## config.mk

```make
export PLATFORM = sky130hd
export DESIGN_NAME = ysyx_24110015_scoreboard_flat
export DESIGN_NICKNAME = d
export VERILOG_FILES = /design/src/rtl/ysyx_24110015_scoreboard_pkg.sv /design/src/rtl/ysyx_24110015_scoreboard_if.sv /design/src/rtl/ysyx_24110015_sb_counter.sv /design/src/rtl/ysyx_24110015_scoreboard.sv /design/src/flat_wrapper.sv
export SDC_FILE = /design/constraint.sdc
export NUM_CORES = 1
export LEC_CHECK = 0
export ABC_CLOCK_PERIOD_IN_PS = 4800
export CAP_MARGIN = 30
export CELL_PAD_IN_SITES_DETAIL_PLACEMENT = 0
export CELL_PAD_IN_SITES_GLOBAL_PLACEMENT = 2
export CORE_MARGIN = 2
export CORE_UTILIZATION = 32
export DETAILED_ROUTE_END_ITERATION = 12
export DONT_BUFFER_PORTS = 1
export PLACE_DENSITY = 0.66
export SYNTH_ARGS = -nofsm -noshare
export SYNTH_HDL_FRONTEND = slang
export SYNTH_HIERARCHICAL = 1
export SYNTH_SLANG_ARGS = --single-unit
export TNS_END_PERCENT = 50
```

## constraint.sdc

```tcl
create_clock -name clock -period 4.8 [get_ports clock]
set_input_delay 0.96 -clock clock [delete_from_list [all_inputs] [get_ports clock]]
set_output_delay 0.96 -clock clock [all_outputs]
set_load 0.1 [all_outputs]
```

## src/rtl/ysyx_24110015_scoreboard_pkg.sv

```systemverilog
// Shared scoreboard types for the NPC pipeline.
// Register address width, default in-flight bound, count type.
package ysyx_24110015_pkg;
    localparam int REG_ADDR_W       = 5;
    localparam int NR_REGS_DEF      = 32;
    localparam int MAX_INFLIGHT_DEF = 4;
    localparam int CW =
        $clog2(MAX_INFLIGHT_DEF + 1);

    typedef logic [CW-1:0]         sb_cnt_t;
    typedef logic [REG_ADDR_W-1:0] reg_addr_t;
endpackage

```

## src/rtl/ysyx_24110015_scoreboard_if.sv

```systemverilog
// Issue/retire handshake bundle between IDU, EXU, WBU
// and the register-write scoreboard.
interface ysyx_24110015_scoreboard_if
    import ysyx_24110015_pkg::*;
#(
    parameter int MAX_INFLIGHT = MAX_INFLIGHT_DEF
) ();
    localparam int IW = $clog2(MAX_INFLIGHT + 1);

    logic          idu_valid;
    logic          idu_ready;
    logic          idu_reg1_read;
    logic          idu_reg2_read;
    reg_addr_t     idu_raddr1;
    reg_addr_t     idu_raddr2;
    logic          idu_RegWrite;
    reg_addr_t     idu_waddr;
    logic          rs1_forward;
    logic          rs2_forward;
    logic          exu_ready;
    logic          issue_fire;
    logic          wbu_valid;
    logic          wbu_RegWrite;
    reg_addr_t     wbu_waddr;
    logic          flush;
    logic          rs1_busy;
    logic          rs2_busy;
    logic [IW-1:0] inflight_cnt;
    logic          sb_error;

    modport slave (
        input  idu_valid,
        input  idu_reg1_read,
        input  idu_reg2_read,
        input  idu_raddr1,
        input  idu_raddr2,
        input  idu_RegWrite,
        input  idu_waddr,
        input  rs1_forward,
        input  rs2_forward,
        input  exu_ready,
        input  wbu_valid,
        input  wbu_RegWrite,
        input  wbu_waddr,
        input  flush,
        output idu_ready,
        output issue_fire,
        output rs1_busy,
        output rs2_busy,
        output inflight_cnt,
        output sb_error
    );

    modport master (
        output idu_valid,
        output idu_reg1_read,
        output idu_reg2_read,
        output idu_raddr1,
        output idu_raddr2,
        output idu_RegWrite,
        output idu_waddr,
        output rs1_forward,
        output rs2_forward,
        output exu_ready,
        output wbu_valid,
        output wbu_RegWrite,
        output wbu_waddr,
        output flush,
        input  idu_ready,
        input  issue_fire,
        input  rs1_busy,
        input  rs2_busy,
        input  inflight_cnt,
        input  sb_error
    );
endinterface

```

## src/rtl/ysyx_24110015_sb_counter.sv

```systemverilog
// Saturating up/down counter with synchronous clear.
// err pulses when a step would leave [0, MAX].
module ysyx_24110015_sb_counter #(
    parameter int MAX = 4,
    parameter int W   = $clog2(MAX + 1)
) (
    input  logic         clock,
    input  logic         reset_n,
    input  logic         inc,
    input  logic         dec,
    input  logic         clr,
    output logic [W-1:0] count,
    output logic         err
);
    logic [W-1:0] count_nxt;
    logic         at_max;
    logic         at_zero;

    assign at_max  = (count == W'(MAX));
    assign at_zero = (count == '0);

    // a paired inc/dec cancels and never flags
    always_comb begin
        count_nxt = count;
        err       = 1'b0;
        unique case (1'b1)
            clr: begin
                count_nxt = '0;
            end
            (~clr & inc & ~dec): begin
                if (at_max) err = 1'b1;
                else count_nxt = count + W'(1);
            end
            (~clr & dec & ~inc): begin
                if (at_zero) err = 1'b1;
                else count_nxt = count - W'(1);
            end
            default: ;
        endcase
    end

    always_ff @(posedge clock or negedge reset_n) begin
        if (!reset_n) count <= '0;
        else          count <= count_nxt;
    end
endmodule

```

## src/rtl/ysyx_24110015_scoreboard.sv

```systemverilog
// Register-write scoreboard: per-register pending writers,
// in-flight bound and the IDU->EXU issue handshake.
module ysyx_24110015_scoreboard
    import ysyx_24110015_pkg::*;
#(
    parameter int NR_REGS      = NR_REGS_DEF,
    parameter int MAX_INFLIGHT = MAX_INFLIGHT_DEF
) (
    input  logic clock,
    input  logic reset_n,
    ysyx_24110015_scoreboard_if.slave sb
);
    localparam int IW = $clog2(MAX_INFLIGHT + 1);

    logic [IW-1:0]      reg_cnt [NR_REGS];
    logic [NR_REGS-1:0] inc_vec;
    logic [NR_REGS-1:0] dec_vec;
    logic [NR_REGS-1:0] err_vec;
    logic [IW-1:0]      inf_cnt;
    logic               inf_err;
    logic               rs1_busy;
    logic               rs2_busy;
    logic               ready;
    logic               fire;
    logic               retire;
    logic               sb_error;

    assign reg_cnt[0] = '0;
    assign inc_vec[0] = 1'b0;
    assign dec_vec[0] = 1'b0;
    assign err_vec[0] = 1'b0;

    // x0 has no counter; x1..x(NR_REGS-1) each get one
    for (genvar r = 1; r < NR_REGS; r++) begin : g_reg
        assign inc_vec[r] = fire & sb.idu_RegWrite &
            (sb.idu_waddr == REG_ADDR_W'(r));
        assign dec_vec[r] = retire & sb.wbu_RegWrite &
            (sb.wbu_waddr == REG_ADDR_W'(r));

        ysyx_24110015_sb_counter #(
            .MAX (MAX_INFLIGHT),
            .W   (IW)
        ) u_cnt (
            .clock   (clock),
            .reset_n (reset_n),
            .inc     (inc_vec[r]),
            .dec     (dec_vec[r]),
            .clr     (sb.flush),
            .count   (reg_cnt[r]),
            .err     (err_vec[r])
        );
    end

    ysyx_24110015_sb_counter #(
        .MAX (MAX_INFLIGHT),
        .W   (IW)
    ) u_inflight (
        .clock   (clock),
        .reset_n (reset_n),
        .inc     (fire),
        .dec     (retire),
        .clr     (sb.flush),
        .count   (inf_cnt),
        .err     (inf_err)
    );

    assign rs1_busy = sb.idu_reg1_read &
        (sb.idu_raddr1 != '0) &
        (reg_cnt[sb.idu_raddr1] != '0);
    assign rs2_busy = sb.idu_reg2_read &
        (sb.idu_raddr2 != '0) &
        (reg_cnt[sb.idu_raddr2] != '0);

    // a busy source only stalls when it cannot be forwarded
    assign ready = sb.exu_ready & ~sb.flush &
        (inf_cnt < IW'(MAX_INFLIGHT)) &
        ~(rs1_busy & ~sb.rs1_forward) &
        ~(rs2_busy & ~sb.rs2_forward);

    assign fire   = sb.idu_valid & ready;
    assign retire = sb.wbu_valid & ~sb.flush;

    always_ff @(posedge clock or negedge reset_n) begin
        if (!reset_n) sb_error <= 1'b0;
        else if (inf_err | (|err_vec)) sb_error <= 1'b1;
    end

    assign sb.idu_ready    = ready;
    assign sb.issue_fire   = fire;
    assign sb.rs1_busy     = rs1_busy;
    assign sb.rs2_busy     = rs2_busy;
    assign sb.inflight_cnt = inf_cnt;
    assign sb.sb_error     = sb_error;
endmodule

```

## src/flat_wrapper.sv

```systemverilog
// flat-port wrapper written by rule: the top's interface ports become plain ports
module ysyx_24110015_scoreboard_flat import ysyx_24110015_pkg::*;
#(
    parameter int NR_REGS      = NR_REGS_DEF,
    parameter int MAX_INFLIGHT = MAX_INFLIGHT_DEF
)
  (clock, reset_n, sb_idu_valid, sb_idu_reg1_read, sb_idu_reg2_read, sb_idu_raddr1, sb_idu_raddr2, sb_idu_RegWrite, sb_idu_waddr, sb_rs1_forward, sb_rs2_forward, sb_exu_ready, sb_wbu_valid, sb_wbu_RegWrite, sb_wbu_waddr, sb_flush, sb_idu_ready, sb_issue_fire, sb_rs1_busy, sb_rs2_busy, sb_inflight_cnt, sb_sb_error);
  ysyx_24110015_scoreboard_if #(.MAX_INFLIGHT(MAX_INFLIGHT)) sb_i ();
  input  logic clock;
  input  logic reset_n;
  input wire logic [$bits(sb_i.idu_valid)-1:0] sb_idu_valid;
  input wire logic [$bits(sb_i.idu_reg1_read)-1:0] sb_idu_reg1_read;
  input wire logic [$bits(sb_i.idu_reg2_read)-1:0] sb_idu_reg2_read;
  input wire logic [$bits(sb_i.idu_raddr1)-1:0] sb_idu_raddr1;
  input wire logic [$bits(sb_i.idu_raddr2)-1:0] sb_idu_raddr2;
  input wire logic [$bits(sb_i.idu_RegWrite)-1:0] sb_idu_RegWrite;
  input wire logic [$bits(sb_i.idu_waddr)-1:0] sb_idu_waddr;
  input wire logic [$bits(sb_i.rs1_forward)-1:0] sb_rs1_forward;
  input wire logic [$bits(sb_i.rs2_forward)-1:0] sb_rs2_forward;
  input wire logic [$bits(sb_i.exu_ready)-1:0] sb_exu_ready;
  input wire logic [$bits(sb_i.wbu_valid)-1:0] sb_wbu_valid;
  input wire logic [$bits(sb_i.wbu_RegWrite)-1:0] sb_wbu_RegWrite;
  input wire logic [$bits(sb_i.wbu_waddr)-1:0] sb_wbu_waddr;
  input wire logic [$bits(sb_i.flush)-1:0] sb_flush;
  output wire logic [$bits(sb_i.idu_ready)-1:0] sb_idu_ready;
  output wire logic [$bits(sb_i.issue_fire)-1:0] sb_issue_fire;
  output wire logic [$bits(sb_i.rs1_busy)-1:0] sb_rs1_busy;
  output wire logic [$bits(sb_i.rs2_busy)-1:0] sb_rs2_busy;
  output wire logic [$bits(sb_i.inflight_cnt)-1:0] sb_inflight_cnt;
  output wire logic [$bits(sb_i.sb_error)-1:0] sb_sb_error;
  assign sb_i.idu_valid = sb_idu_valid;
  assign sb_i.idu_reg1_read = sb_idu_reg1_read;
  assign sb_i.idu_reg2_read = sb_idu_reg2_read;
  assign sb_i.idu_raddr1 = sb_idu_raddr1;
  assign sb_i.idu_raddr2 = sb_idu_raddr2;
  assign sb_i.idu_RegWrite = sb_idu_RegWrite;
  assign sb_i.idu_waddr = sb_idu_waddr;
  assign sb_i.rs1_forward = sb_rs1_forward;
  assign sb_i.rs2_forward = sb_rs2_forward;
  assign sb_i.exu_ready = sb_exu_ready;
  assign sb_i.wbu_valid = sb_wbu_valid;
  assign sb_i.wbu_RegWrite = sb_wbu_RegWrite;
  assign sb_i.wbu_waddr = sb_wbu_waddr;
  assign sb_i.flush = sb_flush;
  assign sb_idu_ready = sb_i.idu_ready;
  assign sb_issue_fire = sb_i.issue_fire;
  assign sb_rs1_busy = sb_i.rs1_busy;
  assign sb_rs2_busy = sb_i.rs2_busy;
  assign sb_inflight_cnt = sb_i.inflight_cnt;
  assign sb_sb_error = sb_i.sb_error;
  ysyx_24110015_scoreboard #(.NR_REGS(NR_REGS), .MAX_INFLIGHT(MAX_INFLIGHT)) u_core (.clock(clock), .reset_n(reset_n), .sb(sb_i));
endmodule
```

== Word level (Yosys, flattened, before mapping) ==
Index checks and enable logic that the tools add are counted.
W data, S select, Z words.

* RAM bits: 0
* ROM bits: 0
* Logic and storage cells: 833
* Bits in registers: 97
* Latch bits: 0
* Output and inout port bits: 8
* Memories: 0

* Multipliers: 0
* Mux-type cells: 198
* $add $sub $neg: 64
* Order comparisons: 3
* Eq/ne operators: 158
* Bitwise gates (word level): 276
* Divide/modulo/power cells: 0
* Shift-type cells: 0
* Reductions and logical operators: 101

{| class="wikitable"
|+ Operators by type and width
! operator !! number
|-
| $pmux W3 S3 || 32
|-
| $and A1 B1 Y1 || 204
|-
| $mux W3 || 68
|-
| $eq A5 B5 Y1 const B || 32
|-
| $ne A2 B2 Y1 const B || 64
|-
| $reduce_bool A3 Y1 || 34
|-
| $add A3 B1 Y3 const B || 32
|-
| $eq A3 B3 Y1 const B || 32
|-
| $logic_not A3 Y1 || 32
|-
| $reduce_and A3 Y1 || 32
|-
| $sub A3 B1 Y3 const B || 32
|-
| $eq A5 B4 Y1 const B || 16
|-
| $not A1 Y1 || 69
|-
| $mux W1 || 64
|-
| $pmux W1 S2 || 32
|-
| $eq A5 B3 Y1 const B || 8
|-
| $reduce_or A31 Y1 || 1
|-
| $bmux W3 S5 || 2
|-
| $eq A5 B2 Y1 const B || 4
|-
| $ge A6 B6 Y1 const B || 2
|-
| $not A5 Y6 || 2
|-
| $eq A5 B1 Y1 const B || 2
|-
| $reduce_bool A5 Y1 || 2
|-
| $lt A3 B3 Y1 const B || 1
|-
| $or A1 B1 Y1 || 1
|}

== Longest topological paths before layout ==
Gate-level depths: netlist of run 1.

* Depth after elaboration: 18
* Mapped depth: 16
* Depth with buffers taken out: 13

== Hierarchy ==
Netlist of run 1, hierarchy kept.

{| class="wikitable"
|+ By module, submodules not included
! module !! area an instance (sq um) !! cells each !! times used !! sequential area each (sq um)
|-
| ysyx_24110015_sb_counter at u_core.g_reg[10].u_cnt ... || 249.0 || 27 || 30 || 75.1
|-
| ysyx_24110015_scoreboard || 1,845.5 || 280 || 1 || 25.0
|-
| ysyx_24110015_sb_counter at u_core.g_reg[9].u_cnt ... || 265.3 || 25 || 2 || 75.1
|}

== Worst setup path after synthesis of run 1 ==
Ideal clock, no wire load.

* Path type: input port to flip-flop
* From: input port sb_idu_raddr2[0]
* To: register u_core.u_inflight.count[2]
* Data required time: 4.732 ns
* Arrival time: 6.296 ns
* Path buffers: 2
* Stages: 15
* Setup slack: -1.564 ns
* Library setup time: 0.068 ns
* Cells stage by stage: buf_2 -> mux2_1 -> a311oi_1 -> o221ai_1 -> o211ai_2 -> o211ai_4 -> buf_6 -> nor3b_1 -> or2b_1 -> nor2_1 -> xnor2_1 -> ha_1 -> or4b_2 -> nor3_1 -> a221o_2

* Cells in the longest elaborated chain, start to end: 14
* Elaborated cells between the ends (all ways): 21
* Those cells by class: eq/ne (2); mux (4); bitwise (11); reduce/logical (4)

{| class="wikitable"
|+ Ends and longest elaborated chain
! element !! RTL line !! RTL
|-
| start, declared || flat_wrapper.sv:15 || <nowiki>input wire logic [$bits(sb_i.idu_raddr2)-1:0] sb_idu_raddr2;</nowiki>
|-
| $not A5 Y6 (implied by the code) || ysyx_24110015_scoreboard.sv:72 || <nowiki>(reg_cnt[sb.idu_raddr2] != '0);</nowiki>
|-
| $bmux W3 S5 || ysyx_24110015_scoreboard.sv:72 ||
|-
| $mux W3 (implied by the code) (2 in series) || ysyx_24110015_scoreboard.sv:72 ||
|-
| $reduce_bool A3 Y1 || ysyx_24110015_scoreboard.sv:72 ||
|-
| $and A1 B1 Y1 (*) || ysyx_24110015_scoreboard.sv:71 || <nowiki>(sb.idu_raddr2 != '0) &</nowiki>
|-
| $and A1 B1 Y1 (*) || ysyx_24110015_scoreboard.sv:78 || <nowiki>~(rs2_busy & ~sb.rs2_forward);</nowiki>
|-
| $not A1 Y1 (*) || ysyx_24110015_scoreboard.sv:78 ||
|-
| $and A1 B1 Y1 (*) || ysyx_24110015_scoreboard.sv:77 || <nowiki>~(rs1_busy & ~sb.rs1_forward) &</nowiki>
|-
| $and A1 B1 Y1 (*) || ysyx_24110015_scoreboard.sv:80 || <nowiki>assign fire = sb.idu_valid & ready;</nowiki>
|-
| named net sb_issue_fire || flat_wrapper.sv:26 || <nowiki>output wire logic [$bits(sb_i.issue_fire)-1:0] sb_issue_fire;</nowiki>
|-
| $and A1 B1 Y1 or $not A1 Y1 (tied branches) || ysyx_24110015_sb_counter.sv:30, ysyx_24110015_sb_counter.sv:34 ||
|-
| $and A1 B1 Y1, on equally long branches || ysyx_24110015_sb_counter.sv:30, ysyx_24110015_sb_counter.sv:34 ||
|-
| $ne A2 B2 Y1 (no source line) or $reduce_bool A3 Y1 (tied branches) || n/a ||
|-
| $reduce_and A3 Y1 (no source line) || n/a ||
|-
| end signal, assigned || ysyx_24110015_sb_counter.sv:44 || <nowiki>else count <= count_nxt;</nowiki>
|-
| end, declared || ysyx_24110015_sb_counter.sv:12 || <nowiki>output logic [W-1:0] count,</nowiki>
|}

Mark *: on every way through the listed nets, which the timed path passes. The rest lies on a longest branch. The select of a mux whose other input is x is not followed.
A chain may end at the register's enable or synchronous reset.

== Worst setup path in the final report of run 1 ==
* From: register u_core.g_reg[26].u_cnt.count[1]
* To: register u_core.sb_error, in the netlist u_core/sb.sb_error

* Cells in the longest elaborated chain, start to end: 17
* Elaborated cells between the ends (all ways): 215
* Those cells by class: eq/ne (1); mux (40); bitwise (170); reduce/logical (4)

{| class="wikitable"
|+ Ends and longest elaborated chain
! element !! RTL line !! RTL
|-
| start, declared || ysyx_24110015_sb_counter.sv:12 ||
|-
| start signal, assigned || ysyx_24110015_sb_counter.sv:44 ||
|-
| $bmux W3 S5 || ysyx_24110015_scoreboard.sv:69 || <nowiki>(reg_cnt[sb.idu_raddr1] != '0);</nowiki>
|-
| $mux W3 (implied by the code) (2 in series) || ysyx_24110015_scoreboard.sv:69 ||
|-
| $reduce_bool A3 Y1 || ysyx_24110015_scoreboard.sv:69 ||
|-
| $and A1 B1 Y1 || ysyx_24110015_scoreboard.sv:68 || <nowiki>(sb.idu_raddr1 != '0) &</nowiki>
|-
| $and A1 B1 Y1 || ysyx_24110015_scoreboard.sv:77 ||
|-
| $not A1 Y1 || ysyx_24110015_scoreboard.sv:77 ||
|-
| $and A1 B1 Y1 || ysyx_24110015_scoreboard.sv:76 || <nowiki>(inf_cnt < IW'(MAX_INFLIGHT)) &</nowiki>
|-
| $and A1 B1 Y1 (*) || ysyx_24110015_scoreboard.sv:77 ||
|-
| $and A1 B1 Y1 (*) || ysyx_24110015_scoreboard.sv:80 ||
|-
| $and A1 B1 Y1 (*) (2 in series) || ysyx_24110015_scoreboard.sv:35 || <nowiki>assign inc_vec[r] = fire & sb.idu_RegWrite &</nowiki>
|-
| named net u_core.inc_vec[30] || ysyx_24110015_scoreboard.sv:16 || <nowiki>logic [NR_REGS-1:0] inc_vec;</nowiki>
|-
| $and A1 B1 Y1 or $not A1 Y1 (tied branches) || ysyx_24110015_sb_counter.sv:30, ysyx_24110015_sb_counter.sv:34 ||
|-
| $and A1 B1 Y1, on equally long branches || ysyx_24110015_sb_counter.sv:30, ysyx_24110015_sb_counter.sv:34 ||
|-
| $pmux W1 S2 (*) || ysyx_24110015_sb_counter.sv:26 || <nowiki>unique case (1'b1)</nowiki>
|-
| named net u_core.err_vec[30] || ysyx_24110015_scoreboard.sv:18 || <nowiki>logic [NR_REGS-1:0] err_vec;</nowiki>
|-
| $reduce_or A31 Y1 (*) || ysyx_24110015_scoreboard.sv:85 || <nowiki>else if (inf_err | (|err_vec)) sb_error <= 1'b1;</nowiki>
|-
| $or A1 B1 Y1 (*) || ysyx_24110015_scoreboard.sv:85 ||
|-
| end signal, assigned || ysyx_24110015_scoreboard.sv:84 || <nowiki>if (!reset_n) sb_error <= 1'b0;</nowiki>
|-
| end signal, assigned || ysyx_24110015_scoreboard.sv:85 ||
|-
| end, declared || ysyx_24110015_scoreboard.sv:26 || <nowiki>logic sb_error;</nowiki>
|}

Marks and branches as above.

==> impl_metrics.py, run 1 <==
metrics = {
    "run_status": {
        "outcome": "completed",
    },
    "synthesis": {
        "synth_xor_area_share_pct": 11.21,
        "synth_warnings": 6,
        "synth_area_leader_cell": "dfrtp_1",
        "synth_cell_types": 73,
        "synth_cells": 1140,
        "async_reset_ff_share_pct": 100.0,
        "synth_top_family_by_area": "simple AND/OR/NAND/NOR gates",
        "synth_area_per_cell_sq_um": 8.637,
        "synthMuxAreaShare_pct": 4.194,
        "ys_ff_latch": 97,
        "synth_edf_count": 0,
        "synth_top_area_share_pct": 24.65,
        "syn-cell-area_sq_um": 9846,
        "synth-compound-area-share_pct": 18.44,
        "synthFlopType": "dfrtp_1",
        "synth.area.top_cells": "dfrtp_1 (25%), xnor2_1 (8.4%), nor4_1 (7.2%)",
        "syn_nets": 1204,
        "synthSimpleGateAreaFrac_pct": 29.71,
        "synth_adder_area_share_pct": 4.067,
        "yosysSeqAreaShare_pct": 24.65,
    },
    "clocking": {
        "cts_resized": 0,
        "cts_buffers": 9,
        "clk_latency_ns": 0.38,
        "postCtsSetupBuffers": 0,
        "clockBufferDepth": 2,
        "cts-root-buf": "clkbuf_16",
        "htreeDepth": 3,
        "clkSinkCount": 97,
        "cts_tree": "done",
        "cts_hold_buffers": 0,
        "clk_pin_slew_ns": 0.08,
    },
    "power_and_ir_drop": {
        "max-vdd-ir-drop_uv": 162.6,
        "pwr-share-comb_pct": 11.5,
        "switchingPower_uw": 510.2,
        "p_int_uw": 1316,
        "p_sw_share_pct": 27.94,
        "powerDensity_nw_per_um2": 170.8,
        "leakage_uw": 0.004211,
        "power_uw": 1826,
        "seqPwrFrac_pct": 45.4,
        "pwr-share-clk_pct": 43.1,
    },
    "sta": {
        "slew_headroom_pct": 35.03,
        "max_slew.worst_pin.slew_ns": 0.9746,
        "fmax_mhz": 224.5,
        "holdWs_ns": 0.2670,
        "period_needed_ns": 4.455,
        "finClkSkew_ns": 0.008964,
        "final-max-slew-violation-count": 0,
        "rsz0062_at_grt": "no",
        "finalSetupViolCount": 0,
        "tns_ns": 0,
        "timing.final.ws_setup_ns": 0.3450,
        "fin_crit_sh_pct": 92.81,
        "hold_viol": 0,
    },
    "floorplan": {
        "num_io_pins": 40,
        "dieWidth_microns": 179.4,
        "start_util_pct": 32.36,
        "die_y_microns": 179.4,
        "core_area_sq_um": 30430,
        "dieArea_sq_um": 32190,
        "rows": 64,
    },
    "run": {
        "cap_violations": 0,
    },
    "cells_and_area": {
        "drive_gt1_share_pct": 11.43,
        "fill_cells": 3162,
        "seq_area_sq_um": 2427,
        "synthToLayoutAreaGrowth_pct": 8.604,
        "multiInputGateArea_sq_um": 6691,
        "finish.utilization_pct": 35.14,
        "final_nets": 1223,
    },
    "worst_setup_path": {
        "crit_family": "simple AND/OR/NAND/NOR gates",
        "critPathMaxFanout": 21,
        "end_kind": "flop",
        "crit_slowest_cell": "nor3_1",
        "worstPathCellList": "nor3_1 -> mux2i_1 -> o211ai_1 -> and4_1 -> o211ai_4 -> buf_12 -> nor4_1 -> buf_4 -> o21a_1 -> nor4_1 -> nor4_1 -> buf_4 -> nand4_1 -> nor4_1 -> nand2_1",
        "critical_path.max_stage_delay_ns": 0.60,
        "arrival_ns": 4.70,
        "crit_buf_inv": 3,
        "worst-setup-path-type": "reg2reg",
        "startpoint_type": "flop",
        "worstPathRequired_ns": 5.04,
        "path_common_cell": "nor4_1",
    },
    "place": {
        "io_buffers": 0,
        "gp_congestion": 0.8218,
        "place_hpwl_microns": 22670,
        "dpl_worst_slack_ns": 0.1370,
    },
    "min_path": {
        "hold_path_class": "in2async",
    },
    "routing": {
        "drt_iter0_drc": 649,
        "vias": 8967,
        "wire_per_inst_microns": 20.12,
        "drc": 0,
        "dr.pass1.iters": 5,
        "finalWirelength_microns": 31400,
        "drtAntennaViolNets": 0,
        "via_per_inst": 5.744,
    },
    "global_route": {
        "overflow": 0,
        "grt_pass1_vias": 8634,
        "grt.total_usage_pct": 19.33,
        "grt_max_degree": 137,
        "antenna_found_initial": 1,
        "grt_pass1_wl_microns": 49560,
    },
}
-- registers in the layout, indices dropped and copies added, names as in the netlist --
name                     cells
u_core/u_inflight/count      3
u_core/sb.sb_error           1
u_core/g.u_cnt/count        93
-- placed cells by master, fill, tap and decap left out, types with 35 or more instances in the layout --
cell	count
buf_4	55
nor2_1	103
or3_1	35
nor4_1	113
nor3_1	63
dfrtp_1	97
nand2b_1	40
nand2_1	45
inv_1	41
xnor2_1	94
nand3b_1	39
-- power groups by stage --
stage / clock [uW] / sequential (uW) / combinational (uW)
after global routing: 851 / 831 / 224
after floorplan: 0 / 860 / 154
after global placement: 0 / 860 / 183
after CTS: 820 / 830 / 209
final: 786 / 830 / 210
after detailed placement: 0 / 846 / 208
-- synthesized netlist by cell type (32+ instances only) --
library cell  instances
buf_6                38
mux2i_1              33
ha_1                 32
nand3b_1             39
or3_1                35
xor2_1               32
nand2b_1             40
nand2_1              45
nor4_1              113
nor3_1               63
inv_1                41
xnor2_1              94
dfrtp_1              97
nor2b_1              33
o31ai_1              32
nor2_1              105
-- logic make-up after synthesis --
kind of cell             count (synthesis)
flip-flops                              97
buffers and inverters                  123
XOR/XNOR                               126
adder cells (fa/ha/maj)                 32
AND/OR/NAND/NOR                        518
multiplexers                            37
AO/OA/AOI/OAI                          207
-- final timing paths --
kind	slack [ns]	cells past startpoint	endpoint	startpoint
worst min-delay path	0.27	0	u_core/g_reg[10].u_cnt/count[0]	reset_n
worst max register to register	0.35	15	u_core/sb.sb_error	u_core/g_reg[26].u_cnt/count[1]
worst max-delay path	0.35	15	u_core/sb.sb_error	u_core/g_reg[26].u_cnt/count[1]
max in group asynchronous	4.37	0	u_core/g_reg[23].u_cnt/count[0]	reset_n
min in group clock	0.68	2	u_core/u_inflight/count[1]	u_core/u_inflight/count[1]
worst min register to register	0.68	2	u_core/u_inflight/count[1]	u_core/u_inflight/count[1]
-- per-layer routing --
layer  vias to the layer above  wire, microns  GRT usage [%]
li1                       4342              -              -
met1                      4386          15220          26.98
met3                        41           1463          3.991
met5                         -              0              0
met2                       198          13890          29.66
met4                         0            827          6.602
-- cell type report --
type | instances | share of cell area, %
multi-input combinational | 920 | 62.58
sequential | 97 | 22.70
timing repair buffer | 59 | 4.751
tap | 396 | 4.634
inverter | 72 | 2.527
clock buffer | 11 | 2.270
clock inverter | 5 | 0.5149
antenna | 1 | 0.02340
-- through the flow --
| stage | instance area (sq um) | std cells |
|---|---|---|
| finish | 10690 | 1561 |
| CTS | 10690 | 1560 |
| detailed placement | 10390 | 1544 |
| floorplan | 9863 | 1140 |
| global placement | 10340 | 1542 |
| global route | 10690 | 1561 |
Power figures use the tool's default switching activity.
==> run 2, diff against run 1 <==
RECOVER_POWER = 50   (was default)
==> run 2 against run 1 <==
Effect of this change:
- power decreased by 0.73%
- critical path type unchanged
- hold slack improved by 0.0016 ns
- critical endpoint unchanged
- register-to-register slack about the same
- largest cell class unchanged
- largest power group unchanged
==> impl_metrics.py, run 2 (same netlist as run 1, synthesis figures left out) <==
metrics = {
    "clocking": {
        "cts_tree": "done",
        "cts-root-buf": "clkbuf_16",
        "cts_resized": 0,
        "clkSinkCount": 97,
        "clockBufferDepth": 2,
        "cts_buffers": 9,
        "cts_hold_buffers": 0,
        "postCtsSetupBuffers": 0,
        "htreeDepth": 3,
        "clk_pin_slew_ns": 0.08,
        "clk_latency_ns": 0.38,
    },
    "cells_and_area": {
        "largest_reg_flops": 93,
        "final_nets": 1223,
        "synthToLayoutAreaGrowth_pct": 8.083,
        "seq_area_sq_um": 2427,
        "multiInputGateArea_sq_um": 6691,
        "final_common_cell": "nor4_1",
        "reg_top3": "u_core/g.u_cnt/count x93, u_core/u_inflight/count x3, u_core/sb.sb_error x1",
        "design_area_sq_um": 10640,
        "drive_gt1_share_pct": 11.17,
        "fill_cells": 3172,
        "final_cell_mix": "nor4_1 (113), nor2_1 (103), dfrtp_1 (97), xnor2_1 (94), nor3_1 (63)",
        "top_register": "u_core/g.u_cnt/count",
    },
    "min_path": {
        "hold_path_class": "in2async",
    },
    "sta": {
        "period_needed_ns": 4.466,
        "holdWs_ns": 0.2686,
        "hold_viol": 0,
        "max_slew.worst_pin.slew_ns": 1.402,
        "fin_crit_sh_pct": 93.05,
        "fmax_mhz": 223.9,
        "final-max-slew-violation-count": 0,
        "slew_headroom_pct": 6.519,
        "timing.final.ws_setup_ns": 0.3336,
        "finalSetupViolCount": 0,
        "rsz0062_at_grt": "no",
        "finClkSkew_ns": 0.008868,
        "tns_ns": 0,
    },
    "run": {
        "cap_violations": 0,
    },
    "routing": {
        "vias": 9022,
        "finalWirelength_microns": 31350,
        "wire_per_inst_microns": 20.08,
        "drt_iter0_drc": 626,
        "dr.pass1.iters": 5,
        "via_per_inst": 5.780,
        "drtAntennaViolNets": 0,
        "drc": 0,
    },
    "global_route": {
        "grt_pass1_wl_microns": 49560,
        "grt.total_usage_pct": 19.33,
        "antenna_found_initial": 1,
        "overflow": 0,
        "grt_max_degree": 137,
        "grt_pass1_vias": 8634,
    },
    "worst_setup_path": {
        "r2r_end": "u_core/sb.sb_error",
        "crit_slowest_cell": "nor3_1",
        "worst-setup-path-type": "reg2reg",
        "worstPathCellList": "nor3_1 -> mux2i_1 -> o211ai_1 -> and4_1 -> o211ai_4 -> buf_12 -> nor4_1 -> buf_4 -> o21a_1 -> nor4_1 -> nor4_1 -> buf_4 -> nand4_1 -> nor4_1 -> nand2_1",
        "r2r-start": "u_core/g_reg[26].u_cnt/count[1]",
        "end_kind": "flop",
        "path_common_cell": "nor4_1",
        "arrival_ns": 4.71,
        "startpoint_type": "flop",
        "critical_path.max_stage_delay_ns": 0.59,
        "ff2ff_path_depth": 15,
        "worstPathRequired_ns": 5.04,
        "critPathMaxFanout": 21,
        "reg2reg_slack_ns": 0.33,
    },
    "place": {
        "gp_congestion": 0.8218,
        "dpl_worst_slack_ns": 0.1370,
        "place_hpwl_microns": 22670,
        "dpl_cell_area_sq_um": 10390,
        "io_buffers": 0,
    },
    "power_and_ir_drop": {
        "power_uw": 1813,
        "leakage_uw": 0.004185,
        "max-vdd-ir-drop_uv": 161.5,
        "powerDensity_nw_per_um2": 170.3,
    },
    "floorplan": {
        "core_area_sq_um": 30430,
        "start_util_pct": 32.36,
        "num_io_pins": 40,
        "dieWidth_microns": 179.4,
        "dieArea_sq_um": 32190,
        "die_y_microns": 179.4,
        "rows": 64,
    },
    "run_status": {
        "outcome": "completed",
    },
}
## run 2: critical path, delay by kind of cell, from the launching register on
| kind | cells | cell delay, ns |
|---|---|---|
| AO/OA/AOI/OAI | 3 | 0.59 |
| flip-flops | 1 | 0.48 |
| AND/OR/NAND/NOR | 8 | 2.40 |
| buffers and inverters | 3 | 0.65 |
| multiplexers | 1 | 0.17 |
## run 2: power breakdown
part | switching, uW | total [uW] | internal (uW)
clock | 367 | 784 | 417
sequential | 7.42 | 828 | 821
combinational | 132 | 201 | 68.5
## run 2: layer usage
metal  part of all wire, %  global-route usage [%]
met1                    48                   26.98
met2                    44                   29.66
met3                   5.1                   3.991
met4                   2.7                   6.602
met5                     0                       0
## run 2: layout make-up
cell class	instances	share of cell area, %
inverters	72	2.540
diodes	1	0.02352
clock inverters	5	0.5173
repair buffers	59	4.292
flip-flops and latches	97	22.81
clock buffers	11	2.281
well taps	396	4.656
multi-input cells	920	62.88
## run 2: per-stage QoR
step	std cells	utilization, %
finish	1561	34.97
global route	1561	34.97
global placement	1542	33.97
CTS	1560	35.13
floorplan	1140	-
detailed placement	1544	34.15
## run 2: how the worst max path moves through the flow
stage | slack [ns] | end | startpoint
global route | 0.02 | u_core/sb.sb_error | u_core/g_reg[26].u_cnt/count[1]
finish | 0.33 | u_core/sb.sb_error | u_core/g_reg[26].u_cnt/count[1]
global placement | 0.12 | u_core/sb.sb_error | sb_idu_raddr2[1]
detailed placement | 0.14 | u_core/sb.sb_error | sb_idu_raddr2[1]
CTS | 0.33 | u_core/sb.sb_error | u_core/g_reg[26].u_cnt/count[1]
floorplan | 0.11 | u_core/u_inflight/count[2] | sb_idu_raddr1[0]
